`src/rtl/pwm_ramp_ctrl.sv`:
```
// Soft-start/soft-stop sequencer for one pwm instance: ramps duty toward a
// commanded target in fixed steps, changing duty only at PWM period boundaries.
module pwm_ramp_ctrl #(
  parameter int WIDTH        = 4,
  parameter int STEP         = 1,
  parameter int STEP_PERIODS = 2
) (
  input  logic             clk,
  input  logic             reset,
  input  logic             cmd_valid,
  output logic             cmd_ready,
  input  logic [WIDTH-1:0] cmd_target,
  input  logic             abort,
  output logic [WIDTH-1:0] duty,
  output logic             pwm_enable,
  output logic             busy,
  output logic             at_target
);

  localparam int              RW        = (STEP_PERIODS > 1) ? $clog2(STEP_PERIODS) : 1;
  localparam logic [RW-1:0]   RCNT_LAST = RW'(STEP_PERIODS - 1);
  localparam logic [RW-1:0]   RCNT_ONE  = RW'(1);
  localparam logic [WIDTH-1:0] PCNT_ONE = WIDTH'(1);
  localparam logic [WIDTH:0]  STEP_W    = (WIDTH + 1)'(STEP);

  typedef enum logic [1:0] {
    ST_IDLE = 2'd0,
    ST_RAMP = 2'd1,
    ST_HOLD = 2'd2
  } state_t;

  state_t            r_state;
  state_t            w_state_nxt;
  logic [WIDTH-1:0]  r_pcnt;
  logic [RW-1:0]     r_rcnt;
  logic [WIDTH-1:0]  r_target;
  logic [WIDTH-1:0]  r_duty;
  logic              r_pwm_enable;
  logic [WIDTH-1:0]  w_duty_step;
  logic [WIDTH:0]    w_diff;
  logic              w_period_end;
  logic              w_step_evt;
  logic              w_accept;
  logic              w_cmd_ready;
  logic              w_busy;
  logic              w_at_target;

  assign w_period_end = (r_pcnt == {WIDTH{1'b1}});
  assign w_step_evt   = w_period_end && (r_rcnt == RCNT_LAST);
  assign w_accept     = cmd_valid && w_cmd_ready;

  // Free-running period counter; mirrors the pwm counter since both share reset.
  always_ff @(posedge clk or posedge reset) begin
    if (reset) begin
      r_pcnt <= '0;
    end else begin
      r_pcnt <= r_pcnt + PCNT_ONE;
    end
  end

  // Counts whole PWM periods between step events; restarts on accept and abort.
  always_ff @(posedge clk or posedge reset) begin
    if (reset) begin
      r_rcnt <= '0;
    end else if (abort || w_accept) begin
      r_rcnt <= '0;
    end else if (w_period_end) begin
      r_rcnt <= (r_rcnt == RCNT_LAST) ? '0 : (r_rcnt + RCNT_ONE);
    end else begin
      r_rcnt <= r_rcnt;
    end
  end

  // Next duty on a step event, computed one bit wider so it clamps instead of wrapping.
  always_comb begin
    w_duty_step = r_duty;
    w_diff      = '0;
    if ({1'b0, r_target} > {1'b0, r_duty}) begin
      w_diff = {1'b0, r_target} - {1'b0, r_duty};
      if (w_diff <= STEP_W) begin
        w_duty_step = r_target;
      end else begin
        w_duty_step = r_duty + STEP_W[WIDTH-1:0];
      end
    end else begin
      w_diff = {1'b0, r_duty} - {1'b0, r_target};
      if (w_diff <= STEP_W) begin
        w_duty_step = r_target;
      end else begin
        w_duty_step = r_duty - STEP_W[WIDTH-1:0];
      end
    end
  end

  always_ff @(posedge clk or posedge reset) begin
    if (reset) begin
      r_state <= ST_IDLE;
    end else begin
      r_state <= w_state_nxt;
    end
  end

  always_comb begin
    w_state_nxt = r_state;
    if (abort) begin
      w_state_nxt = ST_IDLE;
    end else begin
      case (r_state)
        ST_IDLE: begin
          if (w_accept && (cmd_target != '0)) begin
            w_state_nxt = ST_RAMP;
          end else begin
            w_state_nxt = ST_IDLE;
          end
        end
        ST_HOLD: begin
          if (w_accept && (cmd_target != r_duty)) begin
            w_state_nxt = ST_RAMP;
          end else begin
            w_state_nxt = ST_HOLD;
          end
        end
        ST_RAMP: begin
          if (w_step_evt && (w_duty_step == r_target)) begin
            w_state_nxt = (r_target == '0) ? ST_IDLE : ST_HOLD;
          end else begin
            w_state_nxt = ST_RAMP;
          end
        end
        default: w_state_nxt = ST_IDLE;
      endcase
    end
  end

  // Abort masks the handshake in the same cycle so a concurrent command is never acknowledged.
  always_comb begin
    w_busy      = 1'b0;
    w_at_target = 1'b1;
    w_cmd_ready = 1'b0;
    case (r_state)
      ST_RAMP: begin
        w_busy      = 1'b1;
        w_at_target = 1'b0;
        w_cmd_ready = 1'b0;
      end
      ST_IDLE, ST_HOLD: begin
        w_busy      = 1'b0;
        w_at_target = 1'b1;
        w_cmd_ready = !abort;
      end
      default: begin
        w_busy      = 1'b0;
        w_at_target = 1'b1;
        w_cmd_ready = !abort;
      end
    endcase
  end

  // Target latch, duty update and enable; enable follows the next state so it drops with the final zero step.
  always_ff @(posedge clk or posedge reset) begin
    if (reset) begin
      r_target     <= '0;
      r_duty       <= '0;
      r_pwm_enable <= 1'b0;
    end else if (abort) begin
      r_target     <= '0;
      r_duty       <= '0;
      r_pwm_enable <= 1'b0;
    end else begin
      if (w_accept) begin
        r_target <= cmd_target;
      end else begin
        r_target <= r_target;
      end
      if ((r_state == ST_RAMP) && w_step_evt) begin
        r_duty <= w_duty_step;
      end else begin
        r_duty <= r_duty;
      end
      r_pwm_enable <= (w_state_nxt != ST_IDLE);
    end
  end

  assign cmd_ready  = w_cmd_ready;
  assign duty       = r_duty;
  assign pwm_enable = r_pwm_enable;
  assign busy       = w_busy;
  assign at_target  = w_at_target;

endmodule
```
`config.mk`:
```
export PLATFORM = sky130hd
export DESIGN_NAME = pwm_ramp_ctrl
export DESIGN_NICKNAME = d
export VERILOG_FILES = /design/src/rtl/pwm_ramp_ctrl.sv
export SDC_FILE = /design/constraint.sdc
export NUM_CORES = 1
export LEC_CHECK = 0
export BUFFER_PORTS_ARGS = -buffer_cell sky130_fd_sc_hd__clkbuf_2
export CAP_MARGIN = 5
export CORE_AREA = 10 10 87 89
export DETAILED_ROUTE_END_ITERATION = 8
export DIE_AREA = 0 0 97 99
export GPL_TIMING_DRIVEN = 0
export SYNTH_ARGS = -nofsm -noshare
export SYNTH_HDL_FRONTEND = slang
export SYNTH_SLANG_ARGS = --single-unit
```
`constraint.sdc`:
```
create_clock -name clk -period 3 [get_ports clk]
set_clock_uncertainty 0.15 [all_clocks]
set_input_delay 0 -clock clk [delete_from_list [all_inputs] [get_ports clk]]
set_output_delay 0 -clock clk [all_outputs]
set_load 0.02 [all_outputs]
```
==> impl_summary.txt <==
----------------------------------------------------
[Finish]
  Number of fillers in the final layout ... 608
  Diode count ... 0
  Area Growth Syn to Fin ... 21.2%
  Share of post-route cells with drive strength above 1 ... 20.1%
  Final net count ... 207
  Post-Layout Cell Count ... 259
  Final core utilization ... 29.7%

[STA]
  Number of failing setup endpoints in the final timing report ... 0
  Achievable clock frequency ... 345 MHz
  Setup TNS Final ... 0 ns
  Final-report hold violation count ... 0
  Post-route fraction of the period consumed by the critical path ... 96.7%
  Worst slew pin tran ... 0.620 ns
  Final WS setup ... 0.0994 ns
  Hold Worst Slack ... 0.111 ns
  Final worst path period need ... 2.90 ns
  Slew margin rel. ... 58.6%
  Max-slew violations ... 0

[Worst setup path]
  Worst path required time ... 3.01 ns
  Ordered cell list for the critical path ... inv_1 > ha_1 > and3b_4 > or3_4 > a221oi_2 > o21ba_1 > or3_1 > a31oi_2
  Cell with the largest stage delay on the worst path ... sky130_fd_sc_hd__dfrtp_2
  Worst r2r src ... duty[1]$_DFFE_PP0P_
  Maximum net fanout on the critical path ... 8
  Worst Setup SP ... duty[1]$_DFFE_PP0P_
  Crit start category ... register
  Crit. End Element ... register
  Delay of the slowest cell on the worst path ... 0.48 ns
  Type of the worst setup path ... reg -> reg
  WP data arrival ... 2.91 ns

[Yosys]
  Post-Syn Area ... 1430 sq um
  Adder-Cell Fraction of Synth Area ... 13.3%
  Cell type contributing the most total cell area after synthesis ... sky130_fd_sc_hd__dfrtp_1
  Top cell type's share of synthesized area ... 28.0%
  Share of the synthesized netlist area taken by xor and xnor gates ... 10.4%
  Largest family of logic cells by synthesized area ... compound AO/OA/AOI/OAI gates
  Dominant cell by count in the synthesized netlist ... sky130_fd_sc_hd__dfrtp_1
  Number of distinct library cells after synthesis ... 49
  Number of synthesis warnings ... 0
  Fraction of synthesis flops using an asynchronous set or reset pin ... 100%
  Simple-gate share of the synthesized area ... 19.8%
  Register area share after synthesis ... 28.0%
  EDFF count, synth ... 0
  Top area cells in the synthesized netlist ... sky130_fd_sc_hd__dfrtp_1, sky130_fd_sc_hd__ha_1, sky130_fd_sc_hd__xnor2_1
  Gate count after technology mapping ... 160
  Most common library cells after synthesis ... sky130_fd_sc_hd__dfrtp_1, sky130_fd_sc_hd__inv_1, sky130_fd_sc_hd__ha_1, sky130_fd_sc_hd__nand2_1, sky130_fd_sc_hd__xnor2_1
  Number of nets produced by synthesis ... 182
  Register bit count reported by yosys ... 16
  Multiplexer area fraction after synthesis ... 0%
  Syn avg cell area ... 8.95 sq um
  Post-synthesis compound-gate area fraction ... 22.6%
  Primary FF master, synth ... sky130_fd_sc_hd__dfrtp_1

[Placed design]
  Port Buffers ... 15
  Post-placement worst setup slack ... -0.128 ns
  Routability Congestion ... 0.811
  Sum of net half-perimeters after detailed placement ... 2710 microns
  Cells after DPL ... 250

[Job]
  Number of max-capacitance violations reported ... 0

[CTS]
  Total number of clock tree sinks ... 16
  H-Tree Depth ... 1
  Clock slew at the register clock pins of the worst setup and hold paths ... 0.06 ns
  Buffer cell driving the clock tree root ... sky130_fd_sc_hd__clkbuf_8
  Total CTS buffers ... 3
  CTS tree ... built
  Latest clock arrival within the worst-skew pair ... 0.26 ns
  Maximum root-to-sink buffer count ... 2

[Floorplan]
  Count of boundary I/O pins ... 16
  Core outline area ... 5850 sq um
  Chip Height ... 99 microns
  Total Die Area ... 9600 sq um
  Number of rows created at floorplan ... 28
  Width of the chip ... 97 microns
  Starting Density ... 24.5%

[Status]
  Status ... finished, final reports clean

[Pwr]
  Peak ir drop on the vdd network ... 0.322 mV
  Cell Pwr Density ... 370 nW/um^2
  Total leakage power ... 0.727 nW

[GRT]
  Total congestion overflow after global routing ... 0
  Global-route wire length before repair ... 6130 microns
  Overall track demand over capacity in global routing ... 7.53%
  Vias in the first global route ... 1260
  Largest net degree at the start of global routing ... 17
  Number of antenna violations at the first check in global routing ... 0

[Route]
  Vias after detailed routing ... 1258
  Drc violations ... 0
  Post-detailed-route wirelength per cell ... 13.6 microns
  Starting DRT DRC Count ... 53
  Antenna Violating Nets Remaining ... 0
  First-pass DRT Iterations ... 4
  Post-detailed-routing wire length ... 3520 microns
  Drt via density ... 4.86

[Worst hold path]
  Hold path start ... cmd_valid
  Hold Crit Class ... in -> reg

----------------------------------------------------
==> registers in the layout, summed over array words and instances, names as in the netlist <==
name        cells
duty            4
r_rcnt          1
pwm_enable      1
r_state         2
r_target        4
r_pcnt          4
==> routing by layer <==
layer | global-route usage, % | part of all wire [%] | vias up
met5 | 0 | 0 | -
met4 | 3.75 | 2.3 | 0
met3 | 1.47 | 3.3 | 7
met2 | 12.4 | 49 | 24
met1 | 9.10 | 46 | 599
li1 | - | - | 628
==> cell families after synthesis <==
logic type	count (synthesis)
xor+xnor	17
flops	16
compound gates	42
fa+ha+maj	14
simple gates	51
buf+inv	20
==> metrics by stage <==
step / cell area (sq um) / total power (W)
2_1_floorplan: 1430 / 0.000387
3_3_place_gp: 1600 / 0.000437
6_report: 1740 / 0.000643
3_5_place_dp: 1600 / 0.000438
4_1_cts: 1710 / 0.000643
5_1_grt: 1740 / 0.000684
==> path summary, 6_finish.rpt <==
check	end	slack [ns]	depth (start not counted)
setup / recovery	duty[0]$_DFFE_PP0P_	0.1	8
hold / removal	pwm_enable$_DFF_PP0_	0.11	5
setup reg to reg	duty[0]$_DFFE_PP0P_	0.1	8
hold reg to reg	r_pcnt[0]$_DFF_PP0_	0.30	1
max in group asynchronous	duty[1]$_DFFE_PP0P_	2.06	3
min in group asynchronous	r_pcnt[1]$_DFF_PP0_	0.20	3
==> critical path: cells and delay by family, from the launching register on <==
kind | cells | cell delay (ns)
flops | 1 | 0.48
fa+ha+maj | 1 | 0.32
compound gates | 3 | 0.68
buf+inv | 1 | 0.26
simple gates | 3 | 0.90
==> cell type report <==
class,instances,area (sq um),area share [%]
multi-input combinational,124,962,55.4
sequential,16,404,23.3
timing repair buffer,22,143,8.22
tap,75,93.8,5.41
clock buffer,4,55.1,3.17
inverter,13,48.8,2.81
buffer,5,28.8,1.66
==> where the power goes <==
part | total, W | switching (W) | internal, W
combinational | 0.000210 | 0.000122 | 0.0000880
clock | 0.000195 | 0.0000782 | 0.000117
sequential | 0.000238 | 0.0000138 | 0.000224
total | 0.000643 | 0.000214 | 0.000429
==> what timing repair did <==
action | 4_1_cts | 5_1_grt
resized for setup | 2 | 6
setup buffers | 0 | 1
endpoints found under the hold margin | 22 | 0
setup endpoints to repair | 7 | 7
pin swaps | 0 | 1
hold buffers | 6 | 0
==> cells in the final DEF (no fill, tap or decap), types with 6 or more instances in the layout <==
cell                            netlist  final
sky130_fd_sc_hd__clkbuf_2             0     16
sky130_fd_sc_hd__nand2_1             12     12
sky130_fd_sc_hd__inv_1               13     13
sky130_fd_sc_hd__ha_1                12     12
sky130_fd_sc_hd__xnor2_1              9      9
sky130_fd_sc_hd__dlygate4sd3_1        0      6
sky130_fd_sc_hd__nor3_1               6      6
sky130_fd_sc_hd__o31ai_1              6      6
sky130_fd_sc_hd__xor2_1               8      8
sky130_fd_sc_hd__dfrtp_1             16     13
sky130_fd_sc_hd__nor2_1               6      6
No activity file was read; power rests on OpenSTA's default activity.
